**src/rtl/rf_pkg.sv**
```systemverilog
// Shared register-file types: default widths, writeback source tag and write request.
package rf_pkg;

    localparam int unsigned RF_WIDTH      = 32;
    localparam int unsigned RF_DEPTH_BITS = 5;

    typedef enum logic [1:0] {
        SRC_NONE = 2'd0,
        SRC_PIPE = 2'd1,
        SRC_LSU  = 2'd2
    } wr_src_t;

    typedef struct packed {
        logic [RF_DEPTH_BITS-1:0] addr;
        logic [RF_WIDTH-1:0]      data;
    } wr_req_t;

endpackage

```
**src/rtl/rf_wb_fifo.sv**
```systemverilog
// Small synchronous FIFO for long-latency writebacks; pointers wrap modulo DEPTH.
module rf_wb_fifo #(
    parameter int unsigned DATA_W = 37,
    parameter int unsigned DEPTH  = 2
) (
    input  logic                         clk,
    input  logic                         rst,
    input  logic                         push,
    input  logic [DATA_W-1:0]            din,
    input  logic                         pop,
    output logic [DATA_W-1:0]            dout,
    output logic [$clog2(DEPTH+1)-1:0]   count,
    output logic                         full,
    output logic                         empty
);

    localparam int unsigned CW = $clog2(DEPTH + 1);
    localparam int unsigned PW = (DEPTH > 1) ? $clog2(DEPTH) : 1;

    logic [DATA_W-1:0] mem [DEPTH];
    logic [PW-1:0]     rd_ptr;
    logic [PW-1:0]     wr_ptr;
    logic [CW-1:0]     cnt;
    logic              do_push;
    logic              do_pop;

    function automatic logic [PW-1:0] bump(input logic [PW-1:0] p);
        return (p == PW'(DEPTH - 1)) ? '0 : p + PW'(1);
    endfunction

    assign full    = (cnt == CW'(DEPTH));
    assign empty   = (cnt == '0);
    assign count   = cnt;
    assign dout    = mem[rd_ptr];
    assign do_push = push && !full;
    assign do_pop  = pop && !empty;

    always_ff @(posedge clk) begin
        if (rst) begin
            rd_ptr <= '0;
            wr_ptr <= '0;
            cnt    <= '0;
        end else begin
            if (do_push) wr_ptr <= bump(wr_ptr);
            if (do_pop)  rd_ptr <= bump(rd_ptr);
            if (do_push && !do_pop)      cnt <= cnt + CW'(1);
            else if (do_pop && !do_push) cnt <= cnt - CW'(1);
        end
    end

    // Storage is not reset; occupancy alone decides validity.
    always_ff @(posedge clk) begin
        if (do_push && !rst) mem[wr_ptr] <= din;
    end

endmodule

```
**src/rtl/rf_writeback_arbiter.sv**
```systemverilog
// Merges pipeline and long-latency writebacks onto the single register-file write port.
// Optional per-register pending scoreboard enabled by `define RF_WB_SCOREBOARD_EN.
module rf_writeback_arbiter
    import rf_pkg::*;
#(
    parameter int unsigned WIDTH        = RF_WIDTH,
    parameter int unsigned DEPTH_BITS   = RF_DEPTH_BITS,
    parameter int unsigned FIFO_DEPTH   = 2,
    parameter int unsigned STARVE_LIMIT = 4
) (
    input  logic                                clk,
    input  logic                                rst,
    input  logic                                PipeWrEn,
    input  logic [DEPTH_BITS-1:0]               PipeWrAddress,
    input  logic [WIDTH-1:0]                    PipeWrData,
    input  logic                                LsuValid,
    output logic                                LsuReady,
    input  logic [DEPTH_BITS-1:0]               LsuWrAddress,
    input  logic [WIDTH-1:0]                    LsuWrData,
    input  logic                                IssueEn,
    input  logic [DEPTH_BITS-1:0]               IssueAddress,
    input  logic [DEPTH_BITS-1:0]               QueryAddress1,
    input  logic [DEPTH_BITS-1:0]               QueryAddress2,
    output logic                                Busy1,
    output logic                                Busy2,
    output logic                                StallReq,
    output logic                                WrEn,
    output logic [DEPTH_BITS-1:0]               WrAddress,
    output logic [WIDTH-1:0]                    WrData,
    output logic [$clog2(FIFO_DEPTH+1)-1:0]     FifoCount
);

    localparam int unsigned CW    = $clog2(FIFO_DEPTH + 1);
    localparam int unsigned AW    = $clog2(STARVE_LIMIT + 1);
    localparam int unsigned REQ_W = DEPTH_BITS + WIDTH;

    typedef struct packed {
        logic [DEPTH_BITS-1:0] addr;
        logic [WIDTH-1:0]      data;
    } req_t;

    req_t          lsu_req;
    req_t          head;
    wr_src_t       src;
    logic          push;
    logic          pop;
    logic          full;
    logic          empty;
    logic [CW-1:0] count;
    logic [CW-1:0] count_nxt;
    logic [AW-1:0] age;
    logic [AW-1:0] age_nxt;

    assign LsuReady  = !rst && !full;
    assign FifoCount = count;
    assign lsu_req   = '{addr: LsuWrAddress, data: LsuWrData};
    // x0 transfers complete the handshake but are never queued.
    assign push      = LsuValid && LsuReady && (LsuWrAddress != '0);

    rf_wb_fifo #(
        .DATA_W (REQ_W),
        .DEPTH  (FIFO_DEPTH)
    ) u_fifo (
        .clk   (clk),
        .rst   (rst),
        .push  (push),
        .din   (lsu_req),
        .pop   (pop),
        .dout  (head),
        .count (count),
        .full  (full),
        .empty (empty)
    );

    // Pipeline wins unless it targets x0; FIFO head fills the idle slots.
    always_comb begin
        src = SRC_NONE;
        pop = 1'b0;
        if (PipeWrEn && (PipeWrAddress != '0)) begin
            src = SRC_PIPE;
        end else if (!empty) begin
            src = SRC_LSU;
            pop = 1'b1;
        end
    end

    always_comb begin
        count_nxt = count;
        if (push && !pop)      count_nxt = count + CW'(1);
        else if (pop && !push) count_nxt = count - CW'(1);
    end

    // Head age saturates at the limit; a fresh push into an empty FIFO starts at 0.
    always_comb begin
        age_nxt = '0;
        if (!empty && !pop) begin
            age_nxt = (age == AW'(STARVE_LIMIT)) ? age : age + AW'(1);
        end
    end

    always_ff @(posedge clk) begin
        if (rst) begin
            WrEn      <= 1'b0;
            WrAddress <= '0;
            WrData    <= '0;
            StallReq  <= 1'b0;
            age       <= '0;
        end else begin
            age      <= age_nxt;
            StallReq <= (age_nxt >= AW'(STARVE_LIMIT)) || (count_nxt == CW'(FIFO_DEPTH));
            WrEn     <= (src != SRC_NONE);
            case (src)
                SRC_PIPE: begin
                    WrAddress <= PipeWrAddress;
                    WrData    <= PipeWrData;
                end
                SRC_LSU: begin
                    WrAddress <= head.addr;
                    WrData    <= head.data;
                end
                default: ;
            endcase
        end
    end

`ifdef RF_WB_SCOREBOARD_EN
    logic [(1 << DEPTH_BITS)-1:0] pending;
    logic [(1 << DEPTH_BITS)-1:0] pending_nxt;

    // A fresh issue to the same register outranks the retiring LSU result.
    always_comb begin
        pending_nxt = pending;
        if (src == SRC_LSU) pending_nxt[head.addr] = 1'b0;
        if (IssueEn && (IssueAddress != '0)) pending_nxt[IssueAddress] = 1'b1;
        pending_nxt[0] = 1'b0;
    end

    always_ff @(posedge clk) begin
        if (rst) pending <= '0;
        else     pending <= pending_nxt;
    end

    assign Busy1 = pending[QueryAddress1];
    assign Busy2 = pending[QueryAddress2];
`else
    logic unused_sb;
    assign unused_sb = ^{IssueEn, IssueAddress, QueryAddress1, QueryAddress2};
    assign Busy1     = 1'b0;
    assign Busy2     = 1'b0;
`endif

endmodule

```
**config.mk**
```make
export PLATFORM = sky130hd
export DESIGN_NAME = rf_writeback_arbiter
export DESIGN_NICKNAME = d
export VERILOG_FILES = /design/src/rtl/rf_pkg.sv /design/src/rtl/rf_wb_fifo.sv /design/src/rtl/rf_writeback_arbiter.sv
export SDC_FILE = /design/constraint.sdc
export NUM_CORES = 1
export LEC_CHECK = 0
export CORE_AREA = 2 2 130 132
export CTS_CLUSTER_SIZE = 28
export DETAILED_ROUTE_END_ITERATION = 6
export DIE_AREA = 0 0 132 134
export PLACE_DENSITY = 0.51
export RECOVER_POWER = 50
export SYNTH_ARGS = -nofsm -noshare
export SYNTH_HDL_FRONTEND = slang
export SYNTH_SLANG_ARGS = --single-unit
```
**constraint.sdc**
```tcl
create_clock -name clk -period 8.85 [get_ports clk]
set_input_delay 1.3275 -clock clk [delete_from_list [all_inputs] [get_ports clk]]
set_output_delay 1.3275 -clock clk [all_outputs]
set_load 0.01 [all_outputs]
```
## Word level (Yosys, flattened, before mapping)

Memory sizes are Yosys's and may differ from the RTL's. A register that Yosys moved wholly into a read port is not among the register bits.
Cells that the tools add are included.

- Memories: 1
- Word-level logic and storage cells: 64
- Flip-flop bits (word level): 46
- Memory bits (writable): 74

Memory list:

| name | depth | bits a word | rd ports | clocked after memory_dff | wr ports | line | source |
|---|---|---|---|---|---|---|---|
| u_fifo.mem | 2 | 37 | 1 | 1 | 1 | rf_wb_fifo.sv:20 | `logic [DATA_W-1:0] mem [DEPTH];` |

- Equal/unequal tests: 5
- $lt $le $gt $ge: 1
- Reductions and logical operators: 26
- Muxes and demuxes: 18
- Add/sub/neg operators: 5

Operators by type and width:

| kind | number |
|---|---|
| case mux 32 bit (2 select lines) | 1 |
| logical AND 1 bit | 12 |
| two-way mux 2 bit | 6 |
| case mux 5 bit (2 select lines) | 1 |
| nonzero test 5 bit | 2 |
| two-way mux 1 bit | 8 |
| zero test 1 bit | 7 |
| == test 2 bit (second input constant) | 3 |
| two-way mux 3 bit | 2 |
| nonzero test 2 bit | 3 |
| adder 3 x 1 -> 3 bit (second input constant) | 1 |
| == test 3 bit (second input constant) | 1 |
| greater-or-equal comparator 3 bit (second input constant) | 1 |
| adder 1 bit (second input constant) | 2 |
| adder 2 x 1 -> 2 bit (second input constant) | 1 |
| == test 2 x 1 -> 1 bit (second input constant) | 1 |
| zero test 2 bit | 1 |
| subtractor 2 x 1 -> 2 bit (second input constant) | 1 |
| logical OR 1 bit | 1 |

## Longest topological paths before layout

- Depth after elaboration: 11
- Gate-level depth with buffers: 11
- Depth with buffers taken out: 10

## Hierarchy

Synthesis repeated with hierarchy kept, for this count alone.

- Cells, all modules: 347
- Area total of the unflattened synthesis: 4,989.8 µm²

By module, submodules not included:

| module | times used | area each (µm²) | cells an instance |
|---|---|---|---|
| rf_wb_fifo | 1 | 2,892.8 | 141 |
| rf_writeback_arbiter | 1 | 2,097.0 | 206 |

## Least setup slack after synthesis

Ideal clock, no wire load.

- Path type: input-to-reg
- From: input port rst
- To: memory u_fifo.mem[0][0], enable pin
- Data required time: 8.419 ns
- Buffers on the path: 0
- Path slack: 5.137 ns
- Stages: 3
- Data arrival time: 3.282 ns
- Cells stage by stage: nor2_1 -> o211ai_1 -> nor2_1

- Cells in the longest elaborated chain, start to end: 8

RTL lines:

| element | line | source |
|---|---|---|
| start, declared | rf_writeback_arbiter.sv:12 | `input logic rst,` |
| zero test 1 bit (*) | rf_wb_fifo.sv:53, rf_writeback_arbiter.sv:54 |  |
| logical AND 1 bit | rf_writeback_arbiter.sv:54 | `assign LsuReady = !rst && !full;` |
| logical AND 1 bit (2 in a row) | rf_writeback_arbiter.sv:58 | `assign push = LsuValid && LsuReady && (LsuWrAddress != '0);` |
| logical AND 1 bit | rf_wb_fifo.sv:35 | `assign do_push = push && !full;` |
| logical AND 1 bit (*) | rf_wb_fifo.sv:53 | `if (do_push && !rst) mem[wr_ptr] <= din;` |
| two-way mux 1 bit (*) | rf_wb_fifo.sv:53 |  |
| two-way mux 1 bit (not written as such) (*) | rf_wb_fifo.sv:53 |  |
| end, declared | rf_wb_fifo.sv:20 |  |

Every way passes the cells marked *; elsewhere a longest branch is shown, timed or not.

## Worst setup path in the final report

- From: input port rst
- To: output port LsuReady

- Cells in the longest elaborated chain, start to end: 2

RTL lines:

| element | line | source |
|---|---|---|
| zero test 1 bit | rf_writeback_arbiter.sv:54 |  |
| logical AND 1 bit | rf_writeback_arbiter.sv:54 |  |
| end, declared | rf_writeback_arbiter.sv:17 | `output logic LsuReady,` |

No other way between the ends.

==> impl_metrics.yaml <==
floorplanning:
  pin_count: 138
  fp.dieW_um: 132
  core_um2: 16290
  die-height_um: 134
  core.rowCount: 47
  dieArea_um2: 17690
  start_util_pct: 29.35
sta:
  fmax_mhz: 194.2
  worst_pin_slew_ps: 2429
  grt_setup_unrepaired: "no"
  hold_viol_final: 0
  setup_tns_ps: 0
  fin_crit_sh_pct: 58.20
  slew_headroom_pct: -61.94
  finalCriticalPeriod_ps: 5150
  final_max_slew_viol_count: 51
  setup_viol: 0
  clock_skew_ps: 8.349
routing:
  drt_pre_antenna_iters: 6
  ant_nets: 0
  first_iter_violations: 109
  drt_wl_total_um: 11290
  drc: 0
  drt-wirelength-per-cell_um: 15.34
  viasPerCell: 4.514
  via_count: 3322
clocking:
  clock_sinks: 121
  postCtsResizedCells: 0
  ctsHoldBuffers: 0
  clock_path_buffers: 2
  clk_latency_ps: 410
  htree_levels: 4
  numCtsBuffers: 17
  cts_setup_buffers: 0
  cts-root-buf: "clkbuf_16"
  cts_tree: "built"
  clkSlewWorstSetupHoldPaths_ps: 50
global_routing:
  grt_overflow: 0
  grtUsageTotal_pct: 13.31
  grt_max_degree: 51
  grt_pass1_vias: 3490
  grt_pass1_wl_um: 18080
  antenna_found_initial: 3
logic_synthesis:
  yosysTopAreaCellShare_pct: 46.48
  synth_area_leaders: "edfxtp_1 46%, dfxtp_1 20%, mux2i_1 7.7%"
  ys_warn_count: 0
  netlist_area_um2: 4781
  yosysTopAreaCell: "edfxtp_1"
  synth_seq_cells: 121
  synthCells: 387
  syn_area_per_cell_um2: 12.35
  ys_types: 32
  ys_seq_area_share_pct: 66.16
critical_path:
  start_kind: "primary input"
  cp-end-kind: "output pin"
  critical_path_peak_fanout: 50
  cp.required_ps: 7520
  crit_arrival_ps: 3820
  ff2ff_path_depth: 6
  critPathKind: "in -> out"
status:
  status: "finished, violations left"
  violations: "max-capacitance violations, max-slew violations"
finish:
  layout_commonest_cell: "dlygate4sd3_1"
  seq_area_um2: 3164
  num-fill-cells: 1573
  synthToLayoutAreaGrowth_pct: 39.60
  multiInputGateArea_um2: 1454
  fin_area_um2: 6674
  mostFrequentLayoutCells: "78 x dlygate4sd3_1, 76 x nand2_1, 74 x edfxtp_1, 46 x dfxtp_1, 41 x a21oi_1"
  nets: 601
  drive_gt1_share_pct: 6.602
job:
  cap_violations: 1
power_and_ir_drop:
  finalPower_uw: 1753
  power.density_nw_per_um2: 262.6
  vdd_ir_drop_max_mv: 0.1202
  p_leak_uw: 0.002348
placement:
  place_congestion: 0.7563
  post-dp-hpwl_um: 7225
  dpl-instance-area_um2: 6140
  io_buffers: 119
min_path:
  whs_path_depth: 2
  hp-class: "reg -> reg"
-- where the power goes --
part	switching [uW]	leakage, uW	internal (uW)
logic	235	0.00102	183
registers	34.2	0.00107	667
clock network	227	0.000264	407
-- cell usage after synthesis, drive strengths merged --
cell type,instances
or3,2
or3b,1
nand3b,2
and2,1
xnor2,2
nor2,8
o21bai,1
dfxtp,47
buf,11
o211ai,38
or4,1
o31ai,1
xor2,2
nor4b,1
nand2,76
edfxtp,74
ha,5
o21ai,2
conb,1
nor4,3
a21oi,41
mux2i,37
a211oi,4
nor3,2
o31a,1
inv,6
clkbuf,17
-- state kept, by name, indices dropped and copies added (netlist names), named ones only --
name	cells
WrEn	1
u_fifo.rd_ptr	1
age	3
WrAddress	5
u_fifo.wr_ptr	1
u_fifo.count	2
WrData	32
StallReq	1
u_fifo.mem	74
-- routing by layer --
layer	vias up	part of all wire [%]	wire [um]	track usage [%]
met5	-	0.24	27	0
met4	4	1.2	138	4.952
met3	14	5.7	647	5.253
met2	80	47	5326	20.98
met1	1575	46	5148	16.56
li1	1649	-	-	-
-- kinds of logic after synthesis --
logic type | count (synthesis) | share of synthesized area, %
other | 1 | 0.07844
XOR/XNOR | 4 | 0.7329
AND/OR/NAND/NOR | 97 | 8.532
buffers and inverters | 34 | 3.559
flip-flops | 121 | 66.16
adder cells (fa/ha/maj) | 5 | 1.309
AO/OA/AOI/OAI | 88 | 11.88
multiplexers | 37 | 7.747
-- per-stage QoR --
step | setup WS (ps) | std cells | utilization, % | hold WS (ps)
after floorplan | 5137 | 388 | - | 482.2
after global placement | 4734 | 703 | 37.69 | 487.6
after detailed placement | 4731 | 703 | 37.69 | 498.8
after CTS | 4730 | 735 | 41.01 | 506.1
after global routing | 3428 | 735 | 40.96 | 544.6
final | 3700 | 736 | 40.97 | 510.7
-- final cells by class --
type	count	area share [%]
Clock inverter	4	0.6562
Inverter	6	0.3375
Tap cell	220	4.124
Antenna cell	1	0.03750
Sequential cell	121	47.41
Clock buffer	28	7.443
Multi-Input combinational cell	233	21.78
Timing Repair Buffer	123	18.20
-- final timing paths --
kind | from | to | slack, ps
max reg2reg | u_fifo.count[0] | u_fifo.mem[0][19] | 6020
max | rst | LsuReady | 3700
min reg2reg | u_fifo.rd_ptr | flop | 510
min | u_fifo.rd_ptr | flop | 510
-- critical path, stage by stage --
cell	delay [ps]
clkbuf_1	1700
nor2_1	200
clkdlybuf4s50_1	590
No activity file was read; power rests on OpenSTA's default activity.
